==> config.mk <==
export PLATFORM = sky130hd
export DESIGN_NAME = spi_slave_out
export DESIGN_NICKNAME = d
export VERILOG_FILES = /design/src/rtl/spi_slave_out_pkg.sv /design/src/rtl/sync_edge.sv /design/src/rtl/spi_slave_out.sv
export SDC_FILE = /design/constraint.sdc
export NUM_CORES = 1
export LEC_CHECK = 0
export BUFFER_PORTS_ARGS = -buffer_cell sky130_fd_sc_hd__buf_2
export CORE_ASPECT_RATIO = 1.1
export CORE_UTILIZATION = 54
export CTS_CLUSTER_DIAMETER = 120
export DETAILED_ROUTE_END_ITERATION = 8
export PLACE_DENSITY = 0.74
export SLEW_MARGIN = 20
export SYNTH_ARGS = -nofsm -noshare
export SYNTH_HDL_FRONTEND = slang
export SYNTH_HIERARCHICAL = 1
export SYNTH_SLANG_ARGS = --single-unit
==> constraint.sdc <==
create_clock -name clk -period 1.8 [get_ports clk]
set_input_delay 0.18 -clock clk [delete_from_list [all_inputs] [get_ports clk]]
set_output_delay 0.18 -clock clk [all_outputs]
set_load 0.05 [all_outputs]
==> src/rtl/spi_slave_out_pkg.sv <==
// Shared SPI constants, FSM state type and frame-length helper for spi_slave_out.
// Optional parity bit: define SPI_SLAVE_OUT_PARITY_EN.
package spi_slave_out_pkg;

  localparam int unsigned SPI_CPOL            = 0;     // mode 0: sck idles low
  localparam bit          CS_ACTIVE_LOW       = 1'b1;
  localparam int unsigned DEFAULT_SYNC_STAGES = 2;

  typedef enum logic {
    ST_IDLE,
    ST_SHIFT
  } state_t;

  function automatic int unsigned frame_len(input int unsigned bits);
`ifdef SPI_SLAVE_OUT_PARITY_EN
    return bits + 1;
`else
    return bits;
`endif
  endfunction

endpackage

==> src/rtl/sync_edge.sv <==
// Multi-flop synchroniser for an asynchronous input plus rise/fall pulses
// derived from the synchronised level against a one-flop history.
module sync_edge
  import spi_slave_out_pkg::*;
#(
  parameter int unsigned STAGES = DEFAULT_SYNC_STAGES
) (
  input  logic clk,
  input  logic reset,
  input  logic din,
  output logic rise,
  output logic fall
);

  logic [STAGES-1:0] chain;
  logic              hist;
  logic              level;

  always_ff @(posedge clk) begin
    if (reset) begin
      chain <= '0;
      hist  <= 1'b0;
    end else begin
      chain <= {chain[STAGES-2:0], din};
      hist  <= chain[STAGES-1];
    end
  end

  assign level = chain[STAGES-1];
  assign rise  = level & ~hist;
  assign fall  = ~level & hist;

endmodule

==> src/rtl/spi_slave_out.sv <==
// SPI mode-0 slave transmitter: one-word holding register shifted MSB-first on miso.
// Define SPI_SLAVE_OUT_PARITY_EN to append an odd-parity bit after the data LSB.
module spi_slave_out
  import spi_slave_out_pkg::*;
#(
  parameter int unsigned BITS        = 8,
  parameter int unsigned SYNC_STAGES = DEFAULT_SYNC_STAGES
) (
  input  logic            clk,
  input  logic            reset,
  input  logic            sck,
  input  logic            cs_n,
  output logic            miso,
  input  logic [BITS-1:0] tx_data,
  input  logic            tx_valid,
  output logic            tx_ready,
  output logic            busy,
  output logic            done,
  output logic            aborted,
  output logic            underrun
);

  localparam int unsigned     FW       = frame_len(BITS);
  localparam int unsigned     CW       = $clog2(FW + 1);
  localparam logic [CW-1:0]   CNT_FULL = CW'(FW);

  state_t          state, state_next;
  logic [BITS-1:0] holding, holding_next;
  logic            hold_full, hold_full_next;
  logic [FW-1:0]   shreg, shreg_next;
  logic [CW-1:0]   bitcnt, bitcnt_next;
  logic            done_next, aborted_next, underrun_next;

  logic            sck_rise, sck_fall, cs_rise, cs_fall;
  logic            frame_start, frame_end, sck_lead, sck_trail;
  logic [BITS-1:0] start_word;
  logic [FW-1:0]   start_frame;

  sync_edge #(.STAGES(SYNC_STAGES)) u_sync_sck (
    .clk   (clk),
    .reset (reset),
    .din   (sck),
    .rise  (sck_rise),
    .fall  (sck_fall)
  );

  sync_edge #(.STAGES(SYNC_STAGES)) u_sync_cs (
    .clk   (clk),
    .reset (reset),
    .din   (cs_n),
    .rise  (cs_rise),
    .fall  (cs_fall)
  );

  assign frame_start = CS_ACTIVE_LOW ? cs_fall : cs_rise;
  assign frame_end   = CS_ACTIVE_LOW ? cs_rise : cs_fall;
  assign sck_lead    = (SPI_CPOL == 0) ? sck_rise : sck_fall;
  assign sck_trail   = (SPI_CPOL == 0) ? sck_fall : sck_rise;

  assign start_word  = hold_full ? holding : '0;
`ifdef SPI_SLAVE_OUT_PARITY_EN
  assign start_frame = {start_word, ~^start_word};
`else
  assign start_frame = start_word;
`endif

  always_ff @(posedge clk) begin
    if (reset) begin
      state     <= ST_IDLE;
      holding   <= '0;
      hold_full <= 1'b0;
      shreg     <= '0;
      bitcnt    <= '0;
      done      <= 1'b0;
      aborted   <= 1'b0;
      underrun  <= 1'b0;
    end else begin
      state     <= state_next;
      holding   <= holding_next;
      hold_full <= hold_full_next;
      shreg     <= shreg_next;
      bitcnt    <= bitcnt_next;
      done      <= done_next;
      aborted   <= aborted_next;
      underrun  <= underrun_next;
    end
  end

  always_comb begin
    state_next     = state;
    holding_next   = holding;
    hold_full_next = hold_full;
    shreg_next     = shreg;
    bitcnt_next    = bitcnt;
    done_next      = 1'b0;
    aborted_next   = 1'b0;
    underrun_next  = 1'b0;

    // A load can only coincide with a frame start when holding is empty,
    // so the frame sees the old (empty) state and the new word stays put.
    if (tx_valid && !hold_full) begin
      holding_next   = tx_data;
      hold_full_next = 1'b1;
    end

    case (state)
      ST_IDLE: begin
        if (frame_start) begin
          shreg_next    = start_frame;
          bitcnt_next   = '0;
          underrun_next = ~hold_full;
          if (hold_full) hold_full_next = 1'b0;
          state_next    = ST_SHIFT;
        end
      end
      ST_SHIFT: begin
        if (frame_end) begin
          state_next   = ST_IDLE;
          shreg_next   = '0;
          done_next    = (bitcnt == CNT_FULL);
          aborted_next = (bitcnt != CNT_FULL);
        end else if (sck_lead) begin
          if (bitcnt != CNT_FULL) bitcnt_next = bitcnt + 1'b1;
        end else if (sck_trail) begin
          shreg_next = {shreg[FW-2:0], 1'b0};
        end
      end
      default: state_next = ST_IDLE;
    endcase
  end

  assign miso     = (state == ST_SHIFT) & shreg[FW-1];
  assign busy     = (state == ST_SHIFT);
  assign tx_ready = ~hold_full;

endmodule
* Word-level counts from Yosys, hierarchy flattened
Index checks and enable logic that the tools add are counted.
Word-level totals: bits of input ports 13, register bits 31, word-level logic and storage cells 58, output and inout bits 6
Operators by class: $add $sub $neg 1, equal/unequal tests 8, bitwise gates (word level) 13, reductions and logical operators 6, multiplexer cells 18
Operators by type and width (count):
- two-way mux 8 bit | 5
- two-way mux 4 bit | 4
- case mux 8 bit (2 select lines) | 1
- NOT 1 bit | 8
- case mux 4 bit (2 select lines) | 1
- two-way mux 1 bit | 6
- OR reduction 3 bit | 2
- bitwise AND 1 bit | 5
- adder 4 x 1 -> 4 bit (second input constant) | 1
- equality test 4 bit (second input constant) | 1
- != test 2 x 1 -> 1 bit (second input constant) | 2
- != test 2 bit (second input constant) | 2
- != test 4 bit (second input constant) | 1
- AND reduction 4 bit | 1
- != test 3 x 1 -> 1 bit (second input constant) | 1
- != test 3 bit (second input constant) | 1
- AND reduction 3 bit | 1
- case mux 1 bit (2 select lines) | 1
- logical AND 1 bit | 1
- logical NOT 1 bit | 1

* Logic depth before layout (Yosys ltp)
Gate-level depths: netlist (run 1).
depth after elaboration 6, depth in mapped cells 7, mapped depth without buffers 6

* Cells and area by module
Netlist (run 1), hierarchy kept.
Modules (own cells, without submodules):
- spi_slave_out | times used 1, cells each 135, area each 1082.3 µm², sequential area each 500.5 µm²
- sync_edge | times used 2, cells each 8, area each 91.3 µm², sequential area each 60.1 µm²

* Least setup slack after synthesis (run 1)
Ideal clock, no wire load.
path type flip-flop to output port, start point reg state (netlist: busy), end point out miso, arrival time 1.636 ns, cell stages (with the launch flop) 4, required time 1.620 ns, buffers on the path 2, slack -0.016 ns, cell sequence dfxtp_1 > clkbuf_1 > buf_2 > and2_1
On the way: cells in the longest elaborated chain, start to end 1
Ends and longest elaborated chain:
- from (decl) | RTL line spi_slave_out.sv:27 | state_t state, state_next;
- from (signal assigned) | RTL line spi_slave_out.sv:78 | state <= state_next;
- bitwise AND 1 bit | RTL line spi_slave_out.sv:132 | assign miso = (state == ST_SHIFT) & shreg[FW-1];
- to (decl) | RTL line spi_slave_out.sv:13 | output logic miso,
Every way passes these cells.

* Worst setup path after layout (run 1)
start point reg u_sync_cs.chain[1], end point reg shreg[5]
On the way: elaborated cells between the ends (all ways) 9, those cells by class 3 x eq/ne; 2 x mux; 3 x bitwise; 1 x reduce/logical
RTL lines:
- from (decl) | RTL line sync_edge.sv:15 | logic [STAGES-1:0] chain;
- from (signal assigned) | RTL line sync_edge.sv:24 | chain <= {chain[STAGES-2:0], din};
- bitwise AND 1 bit * | RTL line sync_edge.sv:30 | assign rise = level & ~hist;
- net cs_rise | RTL line spi_slave_out.sv:34 | logic sck_rise, sck_fall, cs_rise, cs_fall;
- != test 3 bit (no line) (tied with other cells)
- AND reduction 3 bit (no line) or case mux 8 bit (2 select lines) (tied branches)
- to (signal assigned) | RTL line spi_slave_out.sv:81 | shreg <= shreg_next;
- to (decl) | RTL line spi_slave_out.sv:30 | logic [FW-1:0] shreg, shreg_next;
Mark *: on every way through the listed nets, which the timed path passes. The rest lies on a longest branch. A chain may end at the register's enable or synchronous reset.

==> metrics.md, run 1 <==
| Metric | Value |
|---|---|
| Worst setup SP type | flop |
| Hold_buf cts | 0 |
| Synth top area cells | dfxtp_1 (49%), nand2_1 (10%), nor2b_1 (5.9%) |
| Peak supply drop | just over 0.7 mV |
| Sequential cell fraction of total power | 56.9% |
| GRT Util Overall | between 20 and 25% |
| Mapped Nets | 166 |
| Fraction of layout cells with a size suffix above 1 | approximately 17% |
| Drt total wl | about 2400 um |
| Worst skew pair latency | about 0.32 ns |
| Endpoints failing setup | 0 |
| Die H | between 50 and 60 um |
| TritonRoute pass-1 iters | 4 |
| Worst r2r path cells | 5 |
| Slew Limit Fails | 0 |
| Area delta synth->final | 14.2% |
| Mean post-synth cell area | between 8 and 9 um^2 |
| CTS tree | done |
| Fin. Hold Viols | 0 |
| Clock transition at the registers of the reported paths | approximately 0.09 ns |
| Hold wc startpoint | cs_n |
| Die X-Extent | around 48 um |
| CP Data Arrival Time | roughly 1.7 ns |
| Post-synth top area share | 49.1% |
| Post-synth cell types | 25 |
| Clock group share of total power | 35.3% |
| P_int | between 900 and 1000 uW |
| Worst Setup Path Type | flop to flop |
| Initial Util | roughly 57% |
| Core area | between 2000 and 2500 um^2 |
| RSZ-0062 raised after global routing | no |
| Switching share of power | ~23% |
| CTS Sinks | 31 |
| Actual slew at the worst max-slew pin | just over 0.6 ns |
| Crit Path Max Fanout | 8 |
| Post-CTS Setup Inserts | 0 |
| Grt ovf | 0 |
| Final Instance Area | 1450 um^2 |
| Synth area leader | dfxtp_1 |
| Final setup TNS | 0 ns |
| Placer Congestion | between 0.7 and 0.8 |
| Power per cell area | 876 nW/um^2 |
| YS warnings | 6 |
| Period Utilization, post-route | approximately 85% |
| CP Launch Point | u_sync_cs/chain[1] |
| Total CTS buffers | 5 |
| Vias | around 1,000 |
| Largest net degree at the start of global routing | 20 |
| Final antenna-violating net count | 0 |
| Switching power | 292 uW |
| Max-cap violation count | 0 |
| F_max | ~0.65 GHz |
| Clock skew | around 0.0043 ns |
| Vias in the first global route | slightly above 900 |
| First-pass GRT wire length | roughly 3800 um |
| Clock root cell | clkbuf_4 |
| Synth Cell Area | 1260 um^2 |
| Ant. Diodes | 0 |
| Total die area | between 2000 and 3000 um^2 |
| Post-Place Cell Area | 1380 um^2 |
| Crit. End Element | flop |
| Bufs on Longest Clock Path | 2 |
| # rows | 18 |
| Initial antenna violation count | 0 |
| Port bufs | 18 |
| Max-slew headroom | about three fifths |
| DRC | 0 |
| Cell count after synthesis | about 150 |
| Lkg Pwr | about 0.00056 uW |
| Post-cts sizing count | 0 |
| Post-DR vias/cell | 5.13 |
| Min Hold Slack | around 0.07 ns |
| R2r startpoint | u_sync_cs/chain[1] |
| Iteration-0 DRC count of the detailed router | 12 |
| Comb power frac | a little under 8% |
| Register area share after synthesis | around 49% |
| Tmin final | ~1.5 ns |
| Nets | 186 |
| Avg WL per Cell | 11.7 um |
| Hold Crit Class | primary input to flop |
| IO Count | 19 |
| H-tree Lvls | 2 |
| Hold path depth | 2 |
| Req. time, crit path | 2.00 ns |
| Yosys reg bits | 31 |
| Dpl hpwl | 1650 um |
| Status | finished, final reports clean |
worst paths after layout:
check                                      endpoint  slack, ns
worst max-delay path                       shreg[5]       0.26
worst min-delay path             u_sync_cs/chain[0]       0.07
worst max register to register             shreg[5]       0.26
worst min register to register  u_sync_sck/chain[1]       0.44
synthesized netlist by cell type:
master	instances
mux2i_1	7
nand2_1	35
nand2b_1	3
dfxtp_1	31
o22a_1	2
o22ai_1	7
buf_2	2
nand4_1	1
a21oi_1	13
nor3_1	2
nand3b_1	2
o21ai_0	1
or3b_1	1
nand3_1	4
nor2b_1	12
or3_1	1
inv_1	4
and3b_2	1
nor2_1	11
buf_6	1
a31oi_1	1
and2_1	1
o211ai_1	1
clkbuf_1	5
ha_1	2
cell families (layout without fill, tap and decap cells):
logic type	Yosys count	after routing	synth area share (%)
AO/OA/AOI/OAI	25	25	11.5
adder cells (fa/ha/maj)	2	2	1.98
buffers and inverters	12	33	4.35
flip-flops	31	31	49.1
multiplexers	7	7	5.54
AND/OR/NAND/NOR	74	74	27.6
sequential cells by signal, indices dropped and copies added (netlist names), 2 cells and up:
name              flops
shreg                 8
u_sync_sck/chain      2
u_sync_cs/chain       2
bitcnt                4
holding               8
critical path: stages (launching register included):
cell      delay, ns
dfxtp_1        0.35
nor2b_1        0.20
nand2b_1       0.16
o22a_1         0.41
mux2i_1        0.25
nor2_1         0.06
metal layers:
metal  GRT usage (%)  wire, um  up-vias
met5               0         0        -
met4            8.33        31        0
met3            10.3        74        4
met2            35.6      1170       13
met1            24.3      1080      478
li1                -         -      542
final cells by class:
cell class | count | area (um^2)
flip-flops and latches | 31 | 622
well taps | 30 | 37.5
multi-input cells | 108 | 589
clock buffers | 8 | 68.8
repair buffers | 21 | 113
fillers | 206 | 785
inverters | 4 | 15.0
through the flow:
| step | instances | util (%) | worst slack [ns] | power (uW) |
|---|---|---|---|---|
| final | 202 | 64.8 | 0.261 | 1270 |
| after global routing | 202 | 64.8 | 0.124 | 1340 |
| after CTS | 202 | 64.8 | 0.249 | 1280 |
| after detailed placement | 194 | 61.7 | 0.286 | 835 |
| after global placement | 194 | 61.7 | 0.361 | 830 |
| after floorplan | 151 | - | 0.164 | 803 |
power by group through the flow:
| stage | clock (uW) | sequential, uW | combinational (uW) |
|---|---|---|---|
| finish | 447 | 720 | 98.0 |
| detailed placement | 0 | 736 | 98.5 |
| global route | 502 | 724 | 109 |
| floorplan | 0 | 733 | 69.6 |
| global placement | 0 | 735 | 94.7 |
| CTS | 460 | 720 | 98.7 |
placed cells by master, fill, tap and decap left out, drive strengths merged, types with 4 or more instances in the layout:
cell type,synthesis,routed
clkbuf,5,8
o22ai,7,7
dfxtp,31,31
nand3,4,4
nand2,35,35
inv,4,4
nor2,11,11
a21oi,13,13
nor2b,12,12
buf,3,21
mux2i,7,7
No activity file was read; power rests on OpenSTA's default activity.
==> run 2, diff against run 1 <==
Clock period 1.8 ns to 1.7 ns, I/O delays scaled along.
==> run 2 against run 1 <==
  * Non-clock buffer count did not move
  * Clock skew barely moved
  * Register-to-register slack got worse by 0.04 ns
  * Highest routed layer unchanged
  * Fmax rose by 4.4%
  * Worst setup slack got worse by 0.035 ns
  * First-iteration DRC count fell by 17%
==> metrics.md, run 2 (synthesized netlist as in run 1, its figures left out) <==
| Metric | Value |
|---|---|
| Area delta synth->final | 15.7% (was 14.2%) |
| Worst Setup Path Type | flop to flop (unchanged) |
| Worst setup SP type | flop (unchanged) |
| Dpl hpwl | 1670 um (was 1650 um) |
| Clock skew | 0.00445 ns (was 0.00429 ns) |
| GRT Util Overall | 22.6% (was 22.1%) |
| Max-cap violation count | 0 (unchanged) |
| Avg WL per Cell | 11.8 um (was 11.7 um) |
| Biggest regs | holding x8, shreg x8, bitcnt x4 (unchanged) |
| Hold Crit Class | primary input to flop (unchanged) |
| Clock transition at the registers of the reported paths | 0.10 ns (was 0.09 ns) |
| Initial antenna violation count | 0 (unchanged) |
| DRC | 0 (unchanged) |
| Final setup TNS | 0 ns (unchanged) |
| Footprint of the multi-input gates | 591 um^2 (was 589 um^2) |
| Req. time, crit path | 1.97 ns (was 2.00 ns) |
| Endpoints failing setup | 0 (unchanged) |
| Clock root cell | clkbuf_4 (unchanged) |
| Lkg Pwr | 0.000575 uW (was 0.000565 uW) |
| CP Cell Sequence | nor2b_1 -> and3b_2 -> nand4_1 -> or3b_1 -> a31oi_1 (was nor2b_1 -> nand2b_1 -> o22a_1 -> mux2i_1 -> nor2_1) |
| Final antenna-violating net count | 0 (unchanged) |
| Total die area | 2540 um^2 (unchanged) |
| Actual slew at the worst max-slew pin | 0.596 ns (was 0.604 ns) |
| Largest net degree at the start of global routing | 26 (was 20) |
| # rows | 18 (unchanged) |
| Die X-Extent | 48.1 um (unchanged) |
| Total CTS buffers | 5 (unchanged) |
| CP Data Arrival Time | 1.74 ns (about the same) |
| Min Hold Slack | 0.0440 ns (was 0.0703 ns) |
| Period Utilization, post-route | 86.7% (was 85.5%) |
| Initial Util | 56.7% (unchanged) |
| Port bufs | 18 (unchanged) |
| Bufs on Longest Clock Path | 2 (unchanged) |
| Hold_buf cts | 0 (unchanged) |
| IO Count | 19 (unchanged) |
| RSZ-0062 raised after global routing | no (unchanged) |
| Status | finished, final reports clean (unchanged) |
| Post-CTS Setup Inserts | 0 (unchanged) |
| Die H | 52.8 um (unchanged) |
| Most frequent cells in the layout | nand2_1 (35), dfxtp_1 (30), buf_2 (18) (unchanged) |
| Slew Limit Fails | 0 (unchanged) |
| Fraction of layout cells with a size suffix above 1 | 18.6% (was 17.4%) |
| Vias in the first global route | 908 (was 929) |
| Fin. Hold Viols | 0 (unchanged) |
| F_max | 0.678 GHz (was 0.650 GHz) |
| Critical Path Slowest Stage Cell | or3b_1 (was o22a_1) |
| Ant. Diodes | 0 (unchanged) |
| Grt ovf | 0 (unchanged) |
| Post-DR vias/cell | 5.12 (was 5.13) |
| H-tree Lvls | 2 (unchanged) |
| Core area | 2230 um^2 (unchanged) |
| Critical path's top delay family | simple AND/OR/NAND/NOR gates (unchanged) |
| Worst skew pair latency | 0.33 ns (was 0.32 ns) |
| Buf/Inv on CP | 0 (unchanged) |
| Max-slew headroom | 60.2% (was 59.6%) |
| Commonest non-fill, non-tap cell in the layout | nand2_1 (unchanged) |
| CTS tree | done (unchanged) |
| Placer Congestion | 0.738 (was 0.730) |
| Drt total wl | 2380 um (was 2350 um) |
| CTS Sinks | 31 (unchanged) |
| Register Area | 622 um^2 (unchanged) |
| Crit. End Element | flop (unchanged) |
| Vias | 1,035 (was 1,037) |
| Crit Path Max Fanout | 4 (was 8) |
| Filler cells | 195 (was 206) |
| Peak supply drop | 0.822 mV (was 0.716 mV) |
| TritonRoute pass-1 iters | 4 (unchanged) |
| First-pass GRT wire length | 3820 um (was 3800 um) |
| Power per cell area | 1000 nW/um^2 (was 876 nW/um^2) |
| Post-cts sizing count | 0 (unchanged) |
| Iteration-0 DRC count of the detailed router | 10 (was 12) |
| Nets | 186 (unchanged) |
| Tmin final | 1.47 ns (was 1.54 ns) |
| Max incr delay on CP | 0.39 ns (was 0.41 ns) |
-- run 2: cell types whose count changed in the layout (fill, tap and decap cells not counted) --
cell | before | now
clkinv_2 | 0 | 1
o22a_2 | 0 | 1
o22a_1 | 2 | 1
clkbuf_8 | 2 | 1
bufinv_16 | 0 | 1
clkbuf_1 | 1 | 0
-- run 2: area by class of cell --
| type | instances | area share [%] |
|---|---|---|
| well taps | 30 | 2.56 |
| repair buffers | 21 | 7.69 |
| flip-flops and latches | 31 | 42.5 |
| clock inverters | 2 | 2.39 |
| multi-input cells | 108 | 40.3 |
| clock buffers | 6 | 3.50 |
| inverters | 4 | 1.03 |
-- run 2: metal layers --
| layer | global-route usage, % | vias to the layer above | part of all wire (%) |
|---|---|---|---|
| li1 | - | 546 | - |
| met1 | 24.9 | 471 | 44 |
| met2 | 36.7 | 12 | 51 |
| met3 | 9.31 | 6 | 3.3 |
| met4 | 9.72 | 0 | 1.7 |
| met5 | 0 | - | 0 |
-- run 2: final timing paths --
path,to,slack (ns),start,cells after the start
setup reg to reg,bitcnt[3],0.23,u_sync_sck/chain[1],5
hold reg to reg,u_sync_cs/chain[1],0.44,u_sync_cs/chain[0],1
hold / removal,u_sync_sck/chain[0],0.04,sck,2
setup / recovery,bitcnt[3],0.23,u_sync_sck/chain[1],5
-- run 2: report_power, final --
group	internal (uW)	switching, uW	total [uW]
combinational	40.7	63.5	104
clock	347	256	603
sequential	747	15.9	763
total	1140	335	1470
-- run 2: stage by stage --
step	area (um^2)	util, %	power [uW]	setup slack, ns	instances
6_report	1460	65.7	1470	0.226	202
4_1_cts	1460	65.6	1490	0.151	202
3_5_place_dp	1380	61.7	884	0.175	194
2_1_floorplan	1270	-	850	0.0743	151
3_3_place_gp	1380	61.7	879	0.260	194
5_1_grt	1460	65.7	1530	0.102	202
